### src/rtl/write_back_stage_if.sv
// Bundles the MEM-stage result fields and the register-file write port of the write-back stage.
// No latency of its own; it carries wires only.
// No backpressure channel: the stall and flush controls travel with the MEM-side fields.
interface write_back_stage_if #(
    parameter int B = 32,
    parameter int D = 5,
    parameter int C = 32
);
    logic         stall;
    logic         flush;
    logic         in_valid;
    logic [B-1:0] mem_data;
    logic [B-1:0] ALU_data;
    logic [B-1:0] pc_plus4;
    logic [1:0]   wb_sel;
    logic [1:0]   load_size;
    logic         load_unsigned;
    logic [1:0]   byte_off;
    logic         RegWrite;
    logic [D-1:0] write_reg;
    logic         reg_we;
    logic [D-1:0] reg_addr;
    logic [B-1:0] data_out;
    logic [C-1:0] retired;

    // MEM-stage side: drives results and controls, observes the write port
    modport master (
        output stall, flush, in_valid, mem_data, ALU_data, pc_plus4,
               wb_sel, load_size, load_unsigned, byte_off, RegWrite, write_reg,
        input  reg_we, reg_addr, data_out, retired
    );

    // Write-back stage side
    modport slave (
        input  stall, flush, in_valid, mem_data, ALU_data, pc_plus4,
               wb_sel, load_size, load_unsigned, byte_off, RegWrite, write_reg,
        output reg_we, reg_addr, data_out, retired
    );
endinterface

### src/rtl/write_back_stage.sv
// MEM/WB pipeline register: selects the ALU, aligned load or link value and drives the register-file write port.
// Latency is 1 cycle, from the capture edge to the outputs.
// Stall holds every register and flush clears the valid bit; there is no other backpressure.
module write_back_stage #(
    parameter int B = 32,
    parameter int D = 5,
    parameter int C = 32
) (
    input  logic              clk,
    input  logic              reset,
    write_back_stage_if.slave bus
);
    localparam logic [1:0] SEL_MEM   = 2'b01;
    localparam logic [1:0] SEL_PC4   = 2'b10;
    localparam logic [1:0] SIZE_HALF = 2'b01;
    localparam logic [1:0] SIZE_BYTE = 2'b10;

    logic         valid_q,    valid_d;
    logic         regwrite_q, regwrite_d;
    logic [D-1:0] addr_q,     addr_d;
    logic [B-1:0] data_q,     data_d;
    logic [C-1:0] retired_q,  retired_d;

    logic [7:0]   ld_byte;
    logic [15:0]  ld_half;
    logic [B-1:0] load_val;
    logic [B-1:0] sel_val;

    // Pick the addressed byte/half out of the loaded word; half loads ignore byte_off[0]
    always_comb begin
        ld_byte = bus.mem_data[{bus.byte_off, 3'b000} +: 8];
        ld_half = bus.mem_data[{bus.byte_off[1], 4'b0000} +: 16];
    end

    // Sign- or zero-extend sub-word loads; word loads pass the raw word through
    always_comb begin
        load_val = bus.mem_data;
        case (bus.load_size)
            SIZE_BYTE: load_val = {{(B-8){~bus.load_unsigned & ld_byte[7]}}, ld_byte};
            SIZE_HALF: load_val = {{(B-16){~bus.load_unsigned & ld_half[15]}}, ld_half};
            default:   load_val = bus.mem_data;
        endcase
    end

    // Write-back source select is pre-computed so data_out comes straight from a flop
    always_comb begin
        case (bus.wb_sel)
            SEL_MEM: sel_val = load_val;
            SEL_PC4: sel_val = bus.pc_plus4;
            default: sel_val = bus.ALU_data;
        endcase
    end

    // Capture priority: flush kills the valid bit, stall holds everything, otherwise load
    always_comb begin
        valid_d    = valid_q;
        regwrite_d = regwrite_q;
        addr_d     = addr_q;
        data_d     = data_q;
        retired_d  = retired_q;
        if (bus.flush) begin
            valid_d    = 1'b0;
            regwrite_d = bus.RegWrite;
            addr_d     = bus.write_reg;
            data_d     = sel_val;
        end else if (!bus.stall) begin
            valid_d    = bus.in_valid;
            regwrite_d = bus.RegWrite;
            addr_d     = bus.write_reg;
            data_d     = sel_val;
            if (bus.in_valid) begin
                retired_d = retired_q + C'(1);
            end
        end
    end

    // Stage registers, cleared immediately by reset
    always_ff @(posedge clk or posedge reset) begin
        if (reset) begin
            valid_q    <= 1'b0;
            regwrite_q <= 1'b0;
            addr_q     <= '0;
            data_q     <= '0;
            retired_q  <= '0;
        end else begin
            valid_q    <= valid_d;
            regwrite_q <= regwrite_d;
            addr_q     <= addr_d;
            data_q     <= data_d;
            retired_q  <= retired_d;
        end
    end

    // Writes to $zero never reach the register file
    assign bus.reg_we   = valid_q & regwrite_q & (addr_q != '0);
    assign bus.reg_addr = addr_q;
    assign bus.data_out = data_q;
    assign bus.retired  = retired_q;
endmodule

### src/flat_wrapper.sv
// flat-port wrapper written by rule: the top's interface ports become plain ports
module write_back_stage_flat 
#(
    parameter int B = 32,
    parameter int D = 5,
    parameter int C = 32
)
  (clk, reset, bus_stall, bus_flush, bus_in_valid, bus_mem_data, bus_ALU_data, bus_pc_plus4, bus_wb_sel, bus_load_size, bus_load_unsigned, bus_byte_off, bus_RegWrite, bus_write_reg, bus_reg_we, bus_reg_addr, bus_data_out, bus_retired);
  write_back_stage_if #(.B(B), .D(D), .C(C)) bus_i ();
  input  logic clk;
  input  logic reset;
  input wire logic [$bits(bus_i.stall)-1:0] bus_stall;
  input wire logic [$bits(bus_i.flush)-1:0] bus_flush;
  input wire logic [$bits(bus_i.in_valid)-1:0] bus_in_valid;
  input wire logic [$bits(bus_i.mem_data)-1:0] bus_mem_data;
  input wire logic [$bits(bus_i.ALU_data)-1:0] bus_ALU_data;
  input wire logic [$bits(bus_i.pc_plus4)-1:0] bus_pc_plus4;
  input wire logic [$bits(bus_i.wb_sel)-1:0] bus_wb_sel;
  input wire logic [$bits(bus_i.load_size)-1:0] bus_load_size;
  input wire logic [$bits(bus_i.load_unsigned)-1:0] bus_load_unsigned;
  input wire logic [$bits(bus_i.byte_off)-1:0] bus_byte_off;
  input wire logic [$bits(bus_i.RegWrite)-1:0] bus_RegWrite;
  input wire logic [$bits(bus_i.write_reg)-1:0] bus_write_reg;
  output wire logic [$bits(bus_i.reg_we)-1:0] bus_reg_we;
  output wire logic [$bits(bus_i.reg_addr)-1:0] bus_reg_addr;
  output wire logic [$bits(bus_i.data_out)-1:0] bus_data_out;
  output wire logic [$bits(bus_i.retired)-1:0] bus_retired;
  assign bus_i.stall = bus_stall;
  assign bus_i.flush = bus_flush;
  assign bus_i.in_valid = bus_in_valid;
  assign bus_i.mem_data = bus_mem_data;
  assign bus_i.ALU_data = bus_ALU_data;
  assign bus_i.pc_plus4 = bus_pc_plus4;
  assign bus_i.wb_sel = bus_wb_sel;
  assign bus_i.load_size = bus_load_size;
  assign bus_i.load_unsigned = bus_load_unsigned;
  assign bus_i.byte_off = bus_byte_off;
  assign bus_i.RegWrite = bus_RegWrite;
  assign bus_i.write_reg = bus_write_reg;
  assign bus_reg_we = bus_i.reg_we;
  assign bus_reg_addr = bus_i.reg_addr;
  assign bus_data_out = bus_i.data_out;
  assign bus_retired = bus_i.retired;
  write_back_stage #(.B(B), .D(D), .C(C)) u_core (.clk(clk), .reset(reset), .bus(bus_i));
endmodule
### config.mk
export PLATFORM = sky130hd
export DESIGN_NAME = write_back_stage_flat
export DESIGN_NICKNAME = d
export VERILOG_FILES = /design/src/rtl/write_back_stage_if.sv /design/src/rtl/write_back_stage.sv /design/src/flat_wrapper.sv
export SDC_FILE = /design/constraint.sdc
export NUM_CORES = 1
export LEC_CHECK = 0
export BUFFER_PORTS_ARGS = -buffer_cell sky130_fd_sc_hd__buf_4
export CELL_PAD_IN_SITES_DETAIL_PLACEMENT = 1
export CELL_PAD_IN_SITES_GLOBAL_PLACEMENT = 2
export CORE_UTILIZATION = 27
export DETAILED_ROUTE_END_ITERATION = 8
export PLACE_DENSITY = 0.84
export RECOVER_POWER = 50
export SYNTH_ARGS = -nofsm -noshare
export SYNTH_HDL_FRONTEND = slang
export SYNTH_SLANG_ARGS = --single-unit
### constraint.sdc
create_clock -name clk -period 2.38 [get_ports clk]
set_input_delay 0.119 -clock clk [delete_from_list [all_inputs] [get_ports clk]]
set_output_delay 0.119 -clock clk [all_outputs]
set_load 0.03 [all_outputs]
After elaboration in Yosys (flattened, before gate mapping). Cells that the tools add are included.

Register bits after elaboration: 71. Bits of input ports: 114. Output and inout port bits: 70.

Shifts and indexed selects: 2. Muxes and demuxes: 10. Equality and inequality tests: 5. $add $sub $neg: 1. Reductions and logical operators: 2. Bitwise logic cells: 7.

Operators with widths (number): $pmux W32 S2 (2); $mux W32 (2); $add A32 B1 Y32 const B (1); $shiftx A32 B6 Y16 (1); $shiftx A32 B6 Y8 (1); $mux W5 (2); $reduce_bool A5 Y1 (1); $and A1 B1 Y1 (4); $eq A2 B1 Y1 const B (2); $eq A2 B2 Y1 const B (2); $mux W1 (4); $not A1 Y1 (3); $reduce_and A3 Y1 (1); $ne A2 B1 Y1 const B (1).

Longest topological paths before layout.
Depth in word-level cells: 6. Gate-level depth with buffers: 8. Depth with buffers taken out: 6.

Worst setup path before layout. OpenSTA, ideal clock, no wires.

Kind: register to register. From: reg u_core.retired_q[2] (netlist: u_core.bus.retired[2]). To: reg u_core.retired_q[28] (netlist: u_core.bus.retired[28]). Stages on the path, launching flop included: 6. Setup slack: 657 ps. Arrival: 1589 ps. Data required time: 2246 ps. Path buffers: 1. Cell sequence: dfrtp_1 > nand3_1 > and4bb_4 > buf_6 > nand4_1 > xnor2_1.

Word-level cells in the longest chain between the ends: 1.

Ends and longest elaborated chain: from (decl) (line write_back_stage.sv:22) `logic [C-1:0] retired_q, retired_d;`; from (signal assigned) (line write_back_stage.sv:90) `retired_q <= retired_d;`; $add A32 B1 Y32 (line write_back_stage.sv:72) `retired_d = retired_q + C'(1);`.

Every way passes these cells. A chain may end at the register's enable or synchronous reset.

==> results <==
- The finished cells cover 5820 um^2.
- The clock input transition at the sequential cells of the worst setup and hold paths is 60 ps.
- The number of nets still failing antenna checks after routing is 0.
- The maximum number of buffers from clock root to sink is 2.
- The worst setup path is captured at an asynchronous set/reset pin.
- The core region is 14,800 um^2.
- The worst min-delay path startpoint is bus_pc_plus4[3].
- The detail-routed via count per cell is 5.24.
- After detailed routing, the average wire length per cell comes to 19.5 um.
- For the pin with the worst max-slew slack, the measured transition is 1010 ps.
- The chip height is 126 um.
- The number of hold violations in the final report is 0.
- Summed over all layers, the global routing overflow is 0.
- The synthesized instance count is 452.
- For this run, the slowest stage of the critical path takes 720 ps.
- The total number of vias is 4,315.
- The global-route wire length before repair is 25.2 mm.
- The detailed placement HPWL is 12.3 mm.
- The cell sitting at the root of the clock tree is a clkbuf_16.
- The ratio of cells with drive above 1 in the final layout is 0.235.
- The global-route usage over all layers is 0.206.
- The clock buffer count from CTS is 9.
- The net count of the finished layout is 754.
- For this run, design rule violations remaining after detail routing come to 0.
- The startpoint identified for the worst register-to-register timing path is u_core.bus.retired[2].
- The class of the worst hold path is input port to register.
- In this run the tightest slew margin relative to its limit is 0.326.
- Post-CTS repair changed the size of 0 cells.
- The starting density of the core is 0.281.
- Walking the worst path, the cells encountered are dlygate4sd3_1, clkbuf_4, inv_1, clkbuf_2.
- Between clock sinks in the finished design, the worst skew comes to 8.22 ps.
- The number of buffer and inverter stages on the critical path is 4.
- The library cell used most frequently in the layout, excluding fill and tap cells, is buf_4.
- The cell area after synthesis is 4140 um^2.
- The nature of the critical path startpoint is an input port.
- Subtracting the final worst setup slack from the clock period gives 1730 ps.
- Hold timing on the final database bottoms out at a slack of 105 ps.
- The run finished with clean final reports.
- The number of pins with negative max-slew slack in the final report is 0.
- In the layout the commonest cells are buf_4, clkbuf_1, dfrtp_1.
- The maximum number of pins on one net before global-route repair is 39.
- The total clock sinks is 71.
- The kind of cell with the highest combined delay along the critical path is buffers and inverters.
- For this run, the register share of the synthesized area comes to 0.429.
- Buffers placed on the I/O ports in this run total 183.
- The die footprint is 15,800 um^2.
- The tool flagged a number of max-cap violations equal to 0.
- The worst reg-to-reg setup slack is 720 ps.
- Timing would allow up to 576 MHz.
- The post-synthesis average cell area is 9.17 um^2.
- The latest clock arrival within the worst-skew pair is 340 ps.
- The required time at the worst-slack endpoint is 2800 ps.
- The width of the die is 126 um.
- The count of boundary I/O pins is 184.
- Dividing the final minimum period by the clock period gives 0.729.
- The final estimated routing congestion in global placement is 0.864.
- The detailed-routing iteration count for the pre-antenna-repair pass is 4.
- Setup repair after global routing left no endpoint under its margin.
- The number of nets in the synthesized netlist is 571.
- Counting flops with an async set or reset pin after synthesis yields a share of 1.00.
- The TritonCTS clock tree is built.
- The number of H-tree levels is 3.
- The destination of the worst register-to-register timing path is u_core.bus.retired[29].
- The dominant synthesized flop cell is dfrtp_1.
- The data arrival time of the worst path is 2150 ps.
- The site row count is 44.
- For this block, the initial DRC count from the detailed router was 214.
- The routed design has 16.1 mm of wire.
- In this run the static leakage power is 2.55 nW.
- The number of global-route vias before repair is 4,540.
- The sum of negative setup slack is 0 ps.
- The worst hold path terminates at u_core.bus.data_out[3].
- Counting flops with a built-in enable in the synthesized netlist gives 0.
- The number of antenna violations at the first check in global routing is 0.
- The area overhead of the layout relative to synthesis is 40.5%.
- The repair_antennas step left the layout with diodes totalling 0.
- In this run the cell area measured after placement is 5730 um^2.
- The critical path's slowest cell is inv_1.
- The top fanout value on the critical path is 26.
- The number of setup violations in the final report is 0.
- The total number of yosys warnings is 0.
- Counting distinct cell types in the post-synthesis netlist gives 41.
- The depth of the worst register-to-register path is 4.
- IR analysis of the VDD net gives a maximum drop of 0.000332 V.
- The synthesized design contains 71 register bits.
- The kind of critical path is input port to asynchronous set/reset pin.
- In this run the power density over the cells is 667 nW/um^2.
- The worst hold path passes through 3 cells.
-- sequential cells by signal (all words and copies together), names as in the netlist --
register / cells
u_core.bus.retired: 32
u_core.regwrite_q: 1
u_core.bus.reg_addr: 5
u_core.bus.data_out: 32
u_core.valid_q: 1
-- how the worst max path moves through the flow --
stage | depth (start not counted) | endpoint | start | slack [ps]
after floorplan | 1 | u_core.bus.data_out[0] | reset | 460
after global routing | 4 | u_core.bus.data_out[6] | reset | 330
after global placement | 8 | u_core.bus.data_out[3] | bus_load_size[0] | 560
after CTS | 3 | bus_reg_we | u_core.bus.reg_addr[1] | 630
final | 4 | u_core.bus.data_out[5] | reset | 650
after detailed placement | 7 | u_core.bus.data_out[8] | bus_load_size[0] | 470
-- worst min-delay path: cells and delay by family --
| family | cells | cell delay [ps] |
|---|---|---|
| buffers and inverters | 1 | 80 |
| AO/OA/AOI/OAI | 2 | 200 |
-- synthesized netlist by cell type (15+ instances only) --
cell type / instances / area (um^2)
o21ai_0: 17 / 85.1
dfrtp_1: 71 / 1780
nand2_1: 49 / 184
or3_1: 16 / 100
xnor2_1: 29 / 254
o221ai_1: 31 / 272
a31oi_1: 15 / 93.8
clkbuf_1: 25 / 93.8
and3_1: 21 / 131
o22ai_1: 24 / 150
a21oi_1: 32 / 160
nand4_1: 15 / 93.8
nor2_1: 20 / 75.1
-- power breakdown --
| group | internal (mW) | total [mW] | switching [mW] |
|---|---|---|---|
| clock | 0.834 | 1.37 | 0.535 |
| sequential | 1.34 | 1.45 | 0.113 |
| combinational | 0.370 | 1.06 | 0.694 |
-- stage by stage --
stage | power, mW | cells | util | setup slack [ps]
finish | 3.88 | 823 | 0.395 | 645
global route | 4.05 | 823 | 0.395 | 335
CTS | 4.04 | 823 | 0.413 | 634
detailed placement | 2.64 | 801 | 0.388 | 468
global placement | 2.61 | 801 | 0.388 | 558
floorplan | 2.09 | 452 | - | 464
-- timing repair --
action                                  CTS  global route
endpoints found under the setup margin    0             0
setup buffers                             0             0
endpoints found under the hold margin    30             0
hold buffers                              7             0
-- cells by family after synthesis --
| family | Yosys count | share of synthesized area |
|---|---|---|
| fa+ha+maj | 5 | 0.0151 |
| simple gates | 159 | 0.211 |
| flops | 71 | 0.429 |
| compound gates | 132 | 0.211 |
| xor+xnor | 31 | 0.0655 |
| mux | 10 | 0.0245 |
| buf+inv | 44 | 0.0447 |
-- final cells by class --
cell class                      instances  area [um^2]
Clock inverter                          5         56.3
Multi-Input combinational cell        337         2180
Timing Repair Buffer                  204         1290
Inverter                               12         45.0
Clock buffer                           10          239
Tap cell                              184          230
Fill cell                            1743         8930
Sequential cell                        71         1780
-- layer usage --
| metal | share of wire | GRT usage |
|---|---|---|
| met5 | 0 | 0 |
| met4 | 0.013 | 0.0673 |
| met3 | 0.040 | 0.0246 |
| met2 | 0.48 | 0.341 |
| met1 | 0.47 | 0.279 |
(Power assumes the default switching activity.)
